## config.mk

```make
export PLATFORM = sky130hd
export DESIGN_NAME = e203_ifu_minidec_q
export DESIGN_NICKNAME = d
export VERILOG_FILES = /design/src/rtl/e203_ifu_pkg.sv /design/src/rtl/e203_ifu_minidec_lite.sv /design/src/rtl/e203_ifu_minidec_q.sv
export SDC_FILE = /design/constraint.sdc
export NUM_CORES = 1
export LEC_CHECK = 0
export CORE_UTILIZATION = 49
export DETAILED_ROUTE_END_ITERATION = 10
export PLACE_DENSITY = 0.77
export SYNTH_ARGS = -nofsm -noshare
export SYNTH_HDL_FRONTEND = slang
export SYNTH_SLANG_ARGS = --single-unit
```

## constraint.sdc

```tcl
create_clock -name clk -period 6.1 [get_ports clk]
set_input_delay 1.22 -clock clk [delete_from_list [all_inputs] [get_ports clk]]
set_output_delay 1.22 -clock clk [all_outputs]
set_load 0.01 [all_outputs]
```

## src/rtl/e203_ifu_pkg.sv

```systemverilog
// ---------------------------------------------------------------------------
// e203_ifu_pkg
// Shared definitions for the IFU mini-decoder queue:
//   - RV32 major opcodes and funct7 used by the pre-decoder
//   - RVC funct3 codes for the control-transfer instructions
//   - dec_entry_t: one pre-decoded instruction (flags, source registers,
//     sign-extended immediate and branch/jump target)
//   - sext_imm: sign-extends a 32-bit immediate to the entry immediate width
// ---------------------------------------------------------------------------
package e203_ifu_pkg;

  localparam logic [6:0] OPC_JAL    = 7'b1101111;
  localparam logic [6:0] OPC_JALR   = 7'b1100111;
  localparam logic [6:0] OPC_BRANCH = 7'b1100011;
  localparam logic [6:0] OPC_OP     = 7'b0110011;
  localparam logic [6:0] F7_MULDIV  = 7'b0000001;

  // RVC funct3 in [15:13]; quadrant in [1:0] disambiguates shared codes
  localparam logic [2:0] C_F3_JAL  = 3'b001;  // quadrant 1 (RV32 only)
  localparam logic [2:0] C_F3_J    = 3'b101;  // quadrant 1
  localparam logic [2:0] C_F3_BEQZ = 3'b110;  // quadrant 1
  localparam logic [2:0] C_F3_BNEZ = 3'b111;  // quadrant 1
  localparam logic [2:0] C_F3_JR   = 3'b100;  // quadrant 2 (c.jr/c.jalr/c.mv/c.add)

  // Entry fields are wide enough for any PC_SIZE/XLEN up to 64; the queue
  // narrows them to its own parameters at the output.
  localparam int DEC_W       = 64;
  localparam int DEC_RFIDX_W = 5;

  typedef struct packed {
    logic                   rv32;
    logic                   bjp;
    logic                   jal;
    logic                   jalr;
    logic                   bxx;
    logic                   beqz_bnez;
    logic                   muldiv;
    logic                   rs1en;
    logic                   rs2en;
    logic [DEC_RFIDX_W-1:0] rs1idx;
    logic [DEC_RFIDX_W-1:0] rs2idx;
    logic [DEC_W-1:0]       imm;
    logic [DEC_W-1:0]       tgt;
  } dec_entry_t;

  function automatic logic [DEC_W-1:0] sext_imm(input logic signed [31:0] v);
    return DEC_W'(v);
  endfunction

endpackage

```

## src/rtl/e203_ifu_minidec_lite.sv

```systemverilog
// ---------------------------------------------------------------------------
// e203_ifu_minidec_lite
// Purely combinational pre-decoder: instruction word -> dec_entry_t.
// Recognises RV32 jal/jalr/branch/mul-div and RVC c.j/c.jal/c.jr/c.jalr/
// c.beqz/c.bnez, extracts source registers and the branch/jump offset.
// The tgt field is left at zero; the queue adds the PC and fills it in.
// Ports:
//   i_instr  in   32  instruction word (RVC in [15:0])
//   o_dec    out  dec_entry_t decoded fields
// ---------------------------------------------------------------------------
module e203_ifu_minidec_lite
  import e203_ifu_pkg::*;
(
  input  logic [31:0] i_instr,
  output dec_entry_t  o_dec
);

  logic [6:0] w_opc;
  logic [6:0] w_f7;
  logic [2:0] w_f3;
  logic [2:0] w_cf3;
  logic       w_rv32;
  logic       w_q1;
  logic       w_q2;
  logic       w_jal32;
  logic       w_jalr32;
  logic       w_bxx32;
  logic       w_muldiv;
  logic       w_cj;
  logic       w_cjr;
  logic       w_cbz;
  logic signed [31:0] w_imm_j;
  logic signed [31:0] w_imm_i;
  logic signed [31:0] w_imm_b;
  logic signed [31:0] w_imm_cj;
  logic signed [31:0] w_imm_cb;
  logic signed [31:0] w_imm;

  assign w_opc  = i_instr[6:0];
  assign w_f3   = i_instr[14:12];
  assign w_f7   = i_instr[31:25];
  assign w_cf3  = i_instr[15:13];
  assign w_rv32 = (i_instr[1:0] == 2'b11);
  assign w_q1   = (i_instr[1:0] == 2'b01);
  assign w_q2   = (i_instr[1:0] == 2'b10);

  assign w_jal32  = (w_opc == OPC_JAL);
  assign w_jalr32 = (w_opc == OPC_JALR) && (w_f3 == 3'b000);
  assign w_bxx32  = (w_opc == OPC_BRANCH);
  assign w_muldiv = (w_opc == OPC_OP) && (w_f7 == F7_MULDIV);

  assign w_cj  = w_q1 && ((w_cf3 == C_F3_J) || (w_cf3 == C_F3_JAL));
  // Quadrant-2 funct3=100 also covers c.mv/c.add/c.ebreak; only rs1!=0 with
  // rs2==0 is a register jump (bit 12 picks c.jr vs c.jalr, both are jalr).
  assign w_cjr = w_q2 && (w_cf3 == C_F3_JR) && (|i_instr[11:7]) && !(|i_instr[6:2]);
  assign w_cbz = w_q1 && ((w_cf3 == C_F3_BEQZ) || (w_cf3 == C_F3_BNEZ));

  assign w_imm_j  = {{12{i_instr[31]}}, i_instr[19:12], i_instr[20], i_instr[30:21], 1'b0};
  assign w_imm_i  = {{20{i_instr[31]}}, i_instr[31:20]};
  assign w_imm_b  = {{20{i_instr[31]}}, i_instr[7], i_instr[30:25], i_instr[11:8], 1'b0};
  // CJ scatter: offset[11|4|9:8|10|6|7|3:1|5] lives in [12:2]
  assign w_imm_cj = {{21{i_instr[12]}}, i_instr[8], i_instr[10:9], i_instr[6], i_instr[7],
                     i_instr[2], i_instr[11], i_instr[5:3], 1'b0};
  // CB scatter: offset[8|4:3] in [12:10], offset[7:6|2:1|5] in [6:2]
  assign w_imm_cb = {{24{i_instr[12]}}, i_instr[6:5], i_instr[2], i_instr[11:10],
                     i_instr[4:3], 1'b0};

  always_comb begin
    w_imm = '0;
    if (w_jal32)       w_imm = w_imm_j;
    else if (w_jalr32) w_imm = w_imm_i;
    else if (w_bxx32)  w_imm = w_imm_b;
    else if (w_cj)     w_imm = w_imm_cj;
    else if (w_cbz)    w_imm = w_imm_cb;
  end

  always_comb begin
    o_dec           = '0;
    o_dec.rv32      = w_rv32;
    o_dec.jal       = w_jal32 | w_cj;
    o_dec.jalr      = w_jalr32 | w_cjr;
    o_dec.bxx       = w_bxx32 | w_cbz;
    o_dec.beqz_bnez = w_cbz;
    o_dec.bjp       = w_jal32 | w_cj | w_jalr32 | w_cjr | w_bxx32 | w_cbz;
    o_dec.muldiv    = w_muldiv;
    if (w_rv32) begin
      o_dec.rs1en  = w_jalr32 | w_bxx32 | w_muldiv;
      o_dec.rs2en  = w_bxx32 | w_muldiv;
      o_dec.rs1idx = i_instr[19:15];
      o_dec.rs2idx = i_instr[24:20];
    end else begin
      o_dec.rs1en  = w_cjr | w_cbz;
      o_dec.rs2en  = 1'b0;
      // c.beqz/c.bnez use the 3-bit compressed register field (x8..x15)
      o_dec.rs1idx = w_cbz ? {2'b01, i_instr[9:7]} : i_instr[11:7];
      o_dec.rs2idx = '0;
    end
    o_dec.imm = sext_imm(w_imm);
  end

endmodule

```

## src/rtl/e203_ifu_minidec_q.sv

```systemverilog
// ---------------------------------------------------------------------------
// e203_ifu_minidec_q
// DEPTH-entry FIFO of pre-decoded fetched instructions. Each instruction is
// decoded at enqueue and stored with its PC and precomputed target
// (pc + offset), so every o_* field comes straight from storage.
// Ports:
//   clk, rst_n            clock, synchronous active-low reset
//   i_valid/i_ready       enqueue handshake; i_instr, i_pc payload
//   i_flush               drop all buffered entries (beats same-cycle enqueue)
//   o_valid/o_ready       dequeue handshake on the head entry
//   o_instr, o_pc         head instruction and PC
//   o_rv32..o_muldiv      head decode flags
//   o_rs1en/o_rs2en, o_rs1idx/o_rs2idx   head source registers
//   o_bjp_imm, o_bjp_tgt  head offset and pc+offset
//   o_count               occupied entries
// ---------------------------------------------------------------------------
module e203_ifu_minidec_q
  import e203_ifu_pkg::*;
#(
  parameter int DEPTH       = 2,
  parameter int PC_SIZE     = 32,
  parameter int XLEN        = 32,
  parameter int RFIDX_WIDTH = 5
) (
  input  logic                     clk,
  input  logic                     rst_n,
  input  logic                     i_valid,
  output logic                     i_ready,
  input  logic [31:0]              i_instr,
  input  logic [PC_SIZE-1:0]       i_pc,
  input  logic                     i_flush,
  output logic                     o_valid,
  input  logic                     o_ready,
  output logic [31:0]              o_instr,
  output logic [PC_SIZE-1:0]       o_pc,
  output logic                     o_rv32,
  output logic                     o_bjp,
  output logic                     o_jal,
  output logic                     o_jalr,
  output logic                     o_bxx,
  output logic                     o_beqz_bnez,
  output logic                     o_muldiv,
  output logic                     o_rs1en,
  output logic                     o_rs2en,
  output logic [RFIDX_WIDTH-1:0]   o_rs1idx,
  output logic [RFIDX_WIDTH-1:0]   o_rs2idx,
  output logic [XLEN-1:0]          o_bjp_imm,
  output logic [PC_SIZE-1:0]       o_bjp_tgt,
  output logic [$clog2(DEPTH):0]   o_count
);

  localparam int AW = $clog2(DEPTH);
  localparam int PW = AW + 1;

  logic [PW-1:0]      r_wptr;
  logic [PW-1:0]      r_rptr;
  logic [31:0]        r_instr [DEPTH];
  logic [PC_SIZE-1:0] r_pc    [DEPTH];
  dec_entry_t         r_dec   [DEPTH];

  dec_entry_t         w_dec;
  dec_entry_t         w_ent;
  dec_entry_t         w_head;
  logic [PC_SIZE-1:0] w_tgt;
  logic [AW-1:0]      w_widx;
  logic [AW-1:0]      w_ridx;
  logic               w_full;
  logic               w_empty;
  logic               w_enq;
  logic               w_deq;

  e203_ifu_minidec_lite u_dec (
    .i_instr (i_instr),
    .o_dec   (w_dec)
  );

  // Non-bjp instructions decode to imm=0, so the target degenerates to pc.
  assign w_tgt = i_pc + PC_SIZE'(w_dec.imm);

  always_comb begin
    w_ent     = w_dec;
    w_ent.tgt = DEC_W'(w_tgt);
  end

  assign w_widx  = r_wptr[AW-1:0];
  assign w_ridx  = r_rptr[AW-1:0];
  assign w_empty = (r_wptr == r_rptr);
  assign w_full  = (r_wptr[AW] != r_rptr[AW]) && (w_widx == w_ridx);

  assign o_valid = !w_empty;
  assign w_deq   = o_valid && o_ready;
  // Gated by rst_n so the producer sees back-pressure for the whole reset.
  assign i_ready = rst_n && (!w_full || w_deq);
  assign w_enq   = i_valid && i_ready;

  always_ff @(posedge clk) begin
    if (!rst_n) begin
      r_wptr <= '0;
      r_rptr <= '0;
      for (int k = 0; k < DEPTH; k++) begin
        r_instr[k] <= '0;
        r_pc[k]    <= '0;
        r_dec[k]   <= '0;
      end
    end else if (i_flush) begin
      // Consumer handshake this cycle is moot: the head is dropped anyway.
      r_wptr <= '0;
      r_rptr <= '0;
    end else begin
      if (w_enq) begin
        r_instr[w_widx] <= i_instr;
        r_pc[w_widx]    <= i_pc;
        r_dec[w_widx]   <= w_ent;
        r_wptr          <= r_wptr + PW'(1);
      end
      if (w_deq) begin
        r_rptr <= r_rptr + PW'(1);
      end
    end
  end

  // Head read-out: storage -> outputs, no path from i_*.
  assign w_head      = r_dec[w_ridx];
  assign o_instr     = r_instr[w_ridx];
  assign o_pc        = r_pc[w_ridx];
  assign o_rv32      = w_head.rv32;
  assign o_bjp       = w_head.bjp;
  assign o_jal       = w_head.jal;
  assign o_jalr      = w_head.jalr;
  assign o_bxx       = w_head.bxx;
  assign o_beqz_bnez = w_head.beqz_bnez;
  assign o_muldiv    = w_head.muldiv;
  assign o_rs1en     = w_head.rs1en;
  assign o_rs2en     = w_head.rs2en;
  assign o_rs1idx    = RFIDX_WIDTH'(w_head.rs1idx);
  assign o_rs2idx    = RFIDX_WIDTH'(w_head.rs2idx);
  assign o_bjp_imm   = XLEN'(w_head.imm);
  assign o_bjp_tgt   = PC_SIZE'(w_head.tgt);
  assign o_count     = r_wptr - r_rptr;

endmodule

```

==> impl_metrics.tcl, run 1 <==
set metrics [dict create \
    syn_nets 1235 \
    leakage_nw 6.67 \
    p_switching_mw 1.03 \
    postCtsSetupRepairBufs 0 \
    layout.nets 1422 \
    swShare_pct 23.2 \
    cp_slowest_stage_delay_ns 0.76 \
    grt_max_degree 99 \
    numPortBuffers 219 \
    clk-insertion-delay-late_ns 0.55 \
    status "finished clean" \
    vias 9631 \
    tightest_slew_ns 0.852 \
    cts-buffers-inserted 29 \
    pwr-share-seq_pct 49.8 \
    utilization_pct 62.3 \
    drc 0 \
    pwr-share-clk_pct 37.1 \
    grt_usage_pct 24.0 \
    root_buffer "clkbuf_16" \
    ys_ff_latch 277 \
    hpwl_um 24400 \
    placed_cells 1667 \
    crit_type "input port to flop" \
    avgViaCountPerCell 5.61 \
    yosysWarnings 0 \
    ys.flop_type "edfxtp_1" \
    arrival_ns 5.42 \
    grt_pass1_vias 9539 \
    hold_class "flop to flop" \
    drt_iter0_drc 741 \
    relSlewSlack_pct 43.0 \
    vdd_drop_max_mv 0.196 \
    path_cells "clkdlybuf4s50_1 -> nor3_1 -> nor3b_1 -> nor3_1 -> a222oi_1 -> inv_1 -> ha_1 -> a21o_1 -> a31oi_1 -> o21ai_0 -> o21ai_0 -> and2_1 -> xor2_1 -> nor2_1" \
    start_util_pct 50.2 \
    cts.sink_count 277 \
    cts_tree "built" \
    gp_congestion 0.888 \
    slew_viol_final 0 \
    wl_um 35600 \
    netlist-cell-type-count 66 \
    detail-route-antenna-nets 0 \
    finalSetupTns_ns 0 \
    critPathSlowestCell "clkdlybuf4s50_1" \
    grt_setup_unrepaired "no" \
    cp-start-kind "input port" \
    hold_viol 0 \
    crit_path_end_kind "flop" \
    std_cell_rows 61 \
    stdcell_count 1716 \
    firstDrtPassIters 5 \
    wl_per_cell_um 20.7 \
    syn_inst 1133 \
    antenna_found_initial 0 \
    ys_seq_area_share_pct 58.8 \
    grt_pass1_wl_um 53800 \
    diodes 0 \
    area_delta_synth_final_pct 24.1 \
    die_w_um 171 \
    dieArea_um2 29400 \
    crit_fanout 11 \
    h-tree-depth 1 \
    die_y_um 171 \
    syn_area_um2 14100 \
    cts_hold_buf 0 \
    grt-ovfl-total 0 \
    fmax_mhz 194 \
    powerDensity_nw_per_um2 254 \
    coreArea_um2 28000 \
    clk_pin_slew_worst_paths_ns 0.06 \
    drv_cap 0 \
    ctsResizeCount 0 \
    fin_crit_sh_pct 84.5 \
    cts.path.max_buffers 3 \
    drive_gt1_share_pct 15.8 \
    io_pins 220 \
    syn_avg_cell_area_um2 12.4 \
    combinationalPowerShare_pct 13.1 \
    worst-endpoint-required_ns 6.36 \
    holdWs_ns 0.562 \
    synth-edff-count 272 \
    setup_viol 0 \
    cellInternalPower_mw 3.41 \
    r2r_setup_slack_ns 2.91 \
    period_needed_ns 5.16 \
    clock_skew_ns 0.0141 \
    ys_async_sr_fraction_pct 0 \
]
[logic make-up (layout without fill, tap and decap cells)]
logic type / count (synthesis) / after routing / synth area share [%]
simple gates: 423 / 423 / 15.6
flops: 277 / 277 / 58.8
mux: 141 / 141 / 11.3
compound gates: 125 / 125 / 6.19
buf+inv: 102 / 307 / 3.15
fa+ha+maj: 33 / 33 / 2.99
xor+xnor: 32 / 32 / 1.99
[path summary, 6_finish.rpt]
path,start,endpoint,cells after the start
setup / recovery,i_instr[14],r_dec[1][23],14
hold / removal,r_rptr[1],r_rptr[1],2
setup reg to reg,r_wptr[0],r_dec[1][98],8
hold reg to reg,r_rptr[1],r_rptr[1],2
[cells in the mapped netlist (2+ instances only)]
cell type / count / area (µm²)
edfxtp_1: 272 / 8170
nor2_1: 162 / 608
mux2_2: 137 / 1540
and2_1: 133 / 832
clkbuf_1: 56 / 210
a21oi_1: 34 / 170
ha_1: 32 / 400
nand2_1: 31 / 116
inv_1: 25 / 93.8
and3_1: 19 / 119
xnor2_1: 19 / 166
o21ai_0: 15 / 75.1
a21o_1: 14 / 105
nor3_1: 13 / 65.1
xor2_1: 13 / 114
nand4_1: 12 / 75.1
buf_4: 11 / 82.6
buf_2: 9 / 45.0
nand3_1: 9 / 45.0
a31oi_1: 7 / 43.8
o21bai_1: 7 / 52.6
or3_1: 7 / 43.8
nor3b_1: 6 / 45.0
o21a_1: 6 / 45.0
a222oi_1: 5 / 50.1
dfxtp_1: 5 / 100
nand2b_1: 5 / 31.3
nor2b_1: 5 / 31.3
nor3_2: 4 / 40.0
a211o_1: 3 / 26.3
a221oi_1: 3 / 26.3
a22oi_1: 3 / 22.5
mux2i_1: 3 / 30.0
o211ai_1: 3 / 22.5
o31ai_1: 3 / 22.5
or2_2: 3 / 18.8
a211oi_1: 2 / 15.0
and2b_1: 2 / 15.0
and4_1: 2 / 17.5
nand4b_1: 2 / 17.5
nor4_1: 2 / 12.5
o2111ai_1: 2 / 17.5
o311ai_1: 2 / 17.5
o31a_1: 2 / 17.5
o41ai_2: 2 / 32.5
[through the flow]
| stage | cell area (µm²) | setup slack, ns | power, mW |
|---|---|---|---|
| 2_1_floorplan | 14100 | 0.263 | 2.54 |
| 3_3_place_gp | 16600 | 0.519 | 2.82 |
| 3_5_place_dp | 16600 | 0.481 | 2.83 |
| 4_1_cts | 17500 | 1.04 | 4.46 |
| 5_1_grt | 17500 | 0.729 | 4.58 |
| 6_report | 17500 | 0.944 | 4.43 |
[layer usage]
| metal | global-route usage (%) | vias to the layer above | part of all wire, % |
|---|---|---|---|
| met4 | 6.06 | 0 | 2.2 |
| met2 | 39.4 | 329 | 48 |
| met5 | 0 | - | 0 |
| met3 | 3.20 | 55 | 6.2 |
| li1 | - | 4473 | - |
| met1 | 33.6 | 4774 | 44 |
[power by group through the flow]
stage | Clock, mW | Sequential (mW) | Combinational [mW]
finish | 1.65 | 2.21 | 0.581
global route | 1.74 | 2.22 | 0.621
CTS | 1.67 | 2.21 | 0.583
detailed placement | 0 | 2.25 | 0.578
global placement | 0 | 2.24 | 0.576
floorplan | 0 | 2.25 | 0.293
[area by class of cell]
| cell class | count | area [µm²] |
|---|---|---|
| Fill cell | 2208 | 10600 |
| Tap cell | 378 | 473 |
| Multi-Input combinational cell | 754 | 5390 |
| Inverter | 25 | 93.8 |
| Timing Repair Buffer | 233 | 2360 |
| Clock inverter | 14 | 125 |
| Clock buffer | 35 | 748 |
| Sequential cell | 277 | 8270 |
[registers in the layout (all words and copies together) (netlist names), named ones only]
register and cells:
r_dec 144, r_instr 64, r_pc 64, r_rptr 2, r_wptr 2
[worst max-delay path: cells and delay by family]
| family | cells | cell delay, ns |
|---|---|---|
| AO/OA/AOI/OAI | 5 | 1.67 |
| AND/OR/NAND/NOR | 5 | 0.93 |
| buffers and inverters | 2 | 0.86 |
| adder cells (fa/ha/maj) | 1 | 0.38 |
| XOR/XNOR | 1 | 0.34 |
[placed cells by master, fill, tap and decap left out, types with 6 or more instances in the layout]
cell	synthesis	final
edfxtp_1	272	272
clkdlybuf4s50_1	0	219
nor2_1	162	162
mux2_2	137	137
and2_1	133	133
a21oi_1	34	34
ha_1	32	32
nand2_1	31	29
clkbuf_16	0	29
inv_1	25	25
xnor2_1	19	19
and3_1	19	19
o21ai_0	15	15
a21o_1	14	14
xor2_1	13	13
nor3_1	13	13
nand4_1	12	12
nand3_1	9	9
buf_4	11	9
a31oi_1	7	7
o21bai_1	7	7
o21a_1	6	6
nor3b_1	6	6
clkbuf_1	56	6
No activity file was read; power rests on OpenSTA's default activity.
==> inputs of run 2 (changes only) <==
--- a/config.mk
+++ b/config.mk
@@ -5,9 +5,9 @@
 export SDC_FILE = /design/constraint.sdc
 export NUM_CORES = 1
 export LEC_CHECK = 0
-export CORE_UTILIZATION = 49
+export CORE_UTILIZATION = 55
 export DETAILED_ROUTE_END_ITERATION = 10
-export PLACE_DENSITY = 0.77
+export PLACE_DENSITY = 0.81
 export SYNTH_ARGS = -nofsm -noshare
 export SYNTH_HDL_FRONTEND = slang
 export SYNTH_SLANG_ARGS = --single-unit
==> constraint.sdc (replaced) <==
create_clock -name clk -period 4.89 [get_ports clk]
set_input_delay 0.978 -clock clk [delete_from_list [all_inputs] [get_ports clk]]
set_output_delay 0.978 -clock clk [all_outputs]
set_load 0.01 [all_outputs]
==> run 2 against run 1 <==
Effect of this change:
- global-route usage is 3.5 points higher
- cell count rose by 0.93%
- sequential power is 25% higher
- combinational power is 31% higher
- highest routed layer is now met5
- wire length rose by 0.91%
- worst setup slack got worse by 0.62 ns
- largest cell class unchanged
- clock skew decreased by 0.0042 ns
- die area down 11%
- critical path depth up 2
- critical path type unchanged
==> impl_metrics.tcl, run 2 (synthesis gave the netlist of run 1 again) <==
set metrics [dict create \
    crit_start "i_instr[13]" \
    grt_pass1_vias 9934 \
    hold_class "flop to flop" \
    placed_cells 1677 \
    cts.path.max_buffers 3 \
    r2r_start "r_wptr[0]" \
    leakage_nw 6.98 \
    cts_hold_buf 0 \
    crit_path_end_kind "flop" \
    postCtsSetupRepairBufs 0 \
    die_w_um 162 \
    hp-start "r_rptr[1]" \
    ctsResizeCount 0 \
    worst-endpoint-required_ns 5.27 \
    placed_cell_area_um2 17000 \
    largest_register_ffs 144 \
    grt_pass1_wl_um 55400 \
    grt_usage_pct 27.5 \
    final_common_cell "edfxtp_1" \
    std_cell_rows 58 \
    setup_viol 0 \
    r2r_cells 8 \
    top_register "r_dec" \
    holdWs_ns 0.550 \
    root_buffer "clkbuf_16" \
    cts-buffers-inserted 29 \
    grt_setup_unrepaired "no" \
    clk_pin_slew_worst_paths_ns 0.06 \
    numPortBuffers 219 \
    crit_type "input port to flop" \
    vdd_drop_max_mv 0.237 \
    powerDensity_nw_per_um2 320 \
    io_pins 220 \
    hold_viol 0 \
    post-route-cell-area_um2 18000 \
    period_needed_ns 4.57 \
    antenna_found_initial 2 \
    grt_max_degree 66 \
    arrival_ns 4.94 \
    start_util_pct 56.0 \
    cts.sink_count 277 \
    coreArea_um2 25100 \
    wl_per_cell_um 20.7 \
    stdcell_count 1732 \
    die_y_um 162 \
    drv_cap 0 \
    hpwl_um 25000 \
    area_delta_synth_final_pct 27.6 \
    drc 0 \
    layout.nets 1480 \
    slew_viol_final 0 \
    wl_um 35900 \
    vias 9932 \
    dieArea_um2 26200 \
    status "finished clean" \
    largestRegisters "r_dec (144), r_instr (64), r_pc (64)" \
    hold_depth 2 \
    detail-route-antenna-nets 0 \
    cts_tree "built" \
    clk-insertion-delay-late_ns 0.54 \
    relSlewSlack_pct 48.5 \
    utilization_pct 71.5 \
    firstDrtPassIters 5 \
    fmax_mhz 219 \
    clock_skew_ns 0.00994 \
    final.fill_count 1743 \
    drive_gt1_share_pct 19.5 \
    gp_congestion 0.943 \
    grt-ovfl-total 0 \
    crit_fanout 5 \
    drt_iter0_drc 955 \
    fin_crit_sh_pct 93.4 \
    final_cell_mix "edfxtp_1, clkdlybuf4s50_1, nor2_1, mux2_2, and2_1" \
    cp-start-kind "input port" \
    tightest_slew_ns 0.771 \
    h-tree-depth 1 \
    avgViaCountPerCell 5.73 \
]
[run 2: cell types whose count changed in the layout (fill, tap and decap cells not counted), moves of 2 or more]
cell | previous run | this run
buf_4 | 9 | 66
bufinv_16 | 2 | 4
clkinv_4 | 0 | 3
nand2_4 | 2 | 0
nand2_8 | 0 | 2
[run 2: routing by layer]
layer | global-route usage (%) | vias to the layer above | routed length, µm
met5 | 0 | - | 12
met4 | 7.93 | 2 | 934
met3 | 3.96 | 65 | 2810
met2 | 46.3 | 461 | 17400
met1 | 37.2 | 4815 | 14800
li1 | - | 4589 | -
[run 2: critical path, cell delays in order]
cell and delay [ns]:
clkdlybuf4s50_1 0.51, buf_4 0.21, mux2_2 0.27, and2_1 0.21, nor2_1 0.19, inv_1 0.06
a22oi_1 0.33, inv_1 0.09, ha_1 0.36, a21o_1 0.22, a31oi_1 0.25, a211oi_1 0.18
o21ai_0 0.36, and2_1 0.25, mux2_4 0.33, nor3_2 0.13
[run 2: area by class of cell]
class                           count  area (µm²)  area share, %
Antenna cell                        1        2.50         0.0139
Clock buffer                       35         748           4.17
Clock inverter                     19         210           1.17
Inverter                           25        93.8          0.523
Multi-Input combinational cell    754        5400           30.1
Sequential cell                   277        8270           46.1
Tap cell                          330         413           2.30
Timing Repair Buffer              291        2810           15.6
[run 2: worst paths after layout]
| path | to | slack [ns] |
|---|---|---|
| max reg2reg | r_instr[1][23] | 1.90 |
| min reg2reg | r_rptr[1] | 0.55 |
| max | r_dec[0][31] | 0.32 |
| min | r_rptr[1] | 0.55 |
[run 2: power by group]
part           internal [mW]  switching, mW  leakage, nW  total, mW
logic                  0.371          0.393         3.66      0.764
registers               2.72         0.0310         2.86       2.76
clock network           1.31          0.914        0.466       2.22
total                   4.40           1.34         6.98       5.74
[run 2: through the flow]
stage / worst slack (ns) / setup TNS, ns / power, mW
6_report: 0.325 / 0 / 5.74
5_1_grt: 0.0423 / 0 / 5.90
4_1_cts: 0.422 / 0 / 5.76
3_5_place_dp: -0.109 / -1.50 / 3.56
3_3_place_gp: -0.0668 / -0.416 / 3.55
2_1_floorplan: 0.695 / 0 / 3.17
==> inputs of run 3 (changes only) <==
--- a/config.mk
+++ b/config.mk
@@ -5,6 +5,7 @@
 export SDC_FILE = /design/constraint.sdc
 export NUM_CORES = 1
 export LEC_CHECK = 0
+export CORE_ASPECT_RATIO = 0.9
 export CORE_UTILIZATION = 55
 export DETAILED_ROUTE_END_ITERATION = 10
 export PLACE_DENSITY = 0.81
==> run 3 against run 2 <==
Effect of this change:
- power hardly changed
- wire length rose by 3.0%
- sequential share of layout area barely moved
- non-clock buffer count increased by 6
- critical path depth down 2
- sequential cell count unchanged
- worst setup slack better by 0.056 ns
- die area about the same
- combinational power grew 1%
- worst hold slack gained 0.027 ns
- highest routed layer is now met4
==> impl_metrics.tcl, run 3 (synthesis gave the netlist of run 1 again) <==
set metrics [dict create \
    std_cell_rows 55 \
    layout.nets 1486 \
    critPathSlowestCell "clkdlybuf4s50_1" \
    detail-route-antenna-nets 0 \
    cts.sink_count 277 \
    grt-ovfl-total 0 \
    drc 0 \
    met3_usage_pct 5.15 \
    cts_hold_buf 0 \
    grt_usage_pct 28.1 \
    hold_depth 2 \
    cts.path.max_buffers 3 \
    coreArea_um2 25100 \
    multi_input_area_um2 5400 \
    cp-start-kind "input port" \
    start_util_pct 56.0 \
    cp.depth 14 \
    finalWorstSetupSlack_ns 0.381 \
    final_common_cell "edfxtp_1" \
    fin_crit_sh_pct 92.2 \
    drt_iter0_drc 899 \
    crit_type "input port to flop" \
    cp_num_buf_inv 2 \
    crit_family "compound AO/OA/AOI/OAI gates" \
    vdd_drop_max_mv 0.260 \
    setup_viol 0 \
    top_register "r_dec" \
    slew_viol_final 0 \
    avgViaCountPerCell 5.74 \
    hold_viol 0 \
    die_y_um 154 \
    gr-usage-met1_pct 38.7 \
    status "finished clean" \
    use_met2_pct 45.7 \
    vias 10000 \
    cts-buffers-inserted 29 \
    leakage_nw 7.00 \
    final.fill_count 1721 \
    path_cells "clkdlybuf4s50_1 -> or2_2 -> nor2_1 -> nor2_1 -> o21ai_0 -> ha_1 -> nor2b_1 -> o2111ai_1 -> a21oi_2 -> o2111ai_1 -> buf_4 -> o31ai_1 -> xnor2_1 -> nor2_1" \
    antenna_found_initial 0 \
    clk-insertion-delay-late_ns 0.55 \
    drive_gt1_share_pct 19.8 \
    powerDensity_nw_per_um2 319 \
    wl_per_cell_um 21.2 \
    tightest_slew_ns 0.749 \
    ctsResizeCount 0 \
    cp_slowest_stage_delay_ns 0.54 \
    io_pins 220 \
    grt_max_degree 72 \
    r2r_cells 8 \
    grt_busiest_layer "met2" \
    grt_pass1_wl_um 56400 \
    relSlewSlack_pct 50.1 \
    postCtsSetupRepairBufs 0 \
    largest_register_ffs 144 \
    cts_tree "built" \
    grt_pass1_vias 10000 \
    largestRegisters "r_dec (144), r_instr (64), r_pc (64)" \
    die_w_um 171 \
    numPortBuffers 219 \
    pre_cts_ws_ns -0.0810 \
    seqCellArea_um2 8270 \
    drv_cap 0 \
    firstDrtPassIters 7 \
    clk_pin_slew_worst_paths_ns 0.06 \
    final_cell_mix "edfxtp_1, clkdlybuf4s50_1, nor2_1, mux2_2, and2_1" \
    fmax_mhz 222 \
    critPathMostFrequentCell "nor2_1" \
    root_buffer "clkbuf_16" \
    wl_um 37000 \
    period_needed_ns 4.51 \
    worst-endpoint-required_ns 5.15 \
    dieArea_um2 26200 \
    hpwl_um 25500 \
    clock_skew_ns 0.00974 \
    h-tree-depth 1 \
    hold_class "flop to flop" \
    arrival_ns 4.77 \
    grt_setup_unrepaired "no" \
    finalPower_mw 5.74 \
    crit_fanout 7 \
    gp_congestion 0.905 \
    area_delta_synth_final_pct 27.7 \
    crit_path_end_kind "flop" \
]
## run 3: cell types whose count changed in the layout (fill, tap and decap cells not counted)
cell | previous run | this run
inv_6 | 2 | 1
buf_12 | 6 | 4
clkinv_2 | 4 | 6
clkinv_4 | 3 | 1
buf_4 | 66 | 74
## run 3: per-layer routing
| metal | wire length, µm | up-vias | part of all wire, % |
|---|---|---|---|
| li1 | - | 4600 | - |
| met5 | 0 | - | 0 |
| met3 | 3110 | 64 | 8.4 |
| met1 | 15400 | 4945 | 42 |
| met2 | 17500 | 427 | 47 |
| met4 | 942 | 0 | 2.5 |
## run 3: tightest hold or removal path, cell delays in order, from the launching register on
cell and delay (ns):
dfxtp_1 0.34, xnor2_1 0.16, nor2_1 0.04
## run 3: stage by stage
step	cells	TNS (ns)	util, %	hold slack, ns	cell area (µm²)
6_report	1749	0	71.5	0.577	18000
3_5_place_dp	1695	-0.175	67.8	0.549	17000
5_1_grt	1748	0	71.5	0.595	18000
2_1_floorplan	1133	0	-	0.500	14100
4_1_cts	1748	0	71.5	0.574	18000
3_3_place_gp	1695	0	67.8	0.518	17000
## run 3: cell type report
type / instances / area share [%]
timing repair buffer: 297 / 15.7
clock buffer: 35 / 4.16
multi-input combinational: 754 / 30.1
antenna: 1 / 0.0139
clock inverter: 18 / 1.08
sequential: 277 / 46.0
inverter: 25 / 0.522
tap: 342 / 2.38
## run 3: worst paths after layout
check / slack, ns / endpoint / start
worst max-delay path: 0.38 / r_dec[0][30] / i_instr[2]
worst min-delay path: 0.58 / r_wptr[1] / r_wptr[1]
worst max register to register: 1.72 / r_dec[0][29] / r_wptr[0]
worst min register to register: 0.58 / r_wptr[1] / r_wptr[1]
## run 3: power breakdown
group	switching, mW	total, mW	internal, mW	leakage [nW]
sequential	0.0310	2.76	2.72	2.86
combinational	0.399	0.775	0.376	3.68
clock	0.909	2.21	1.30	0.461
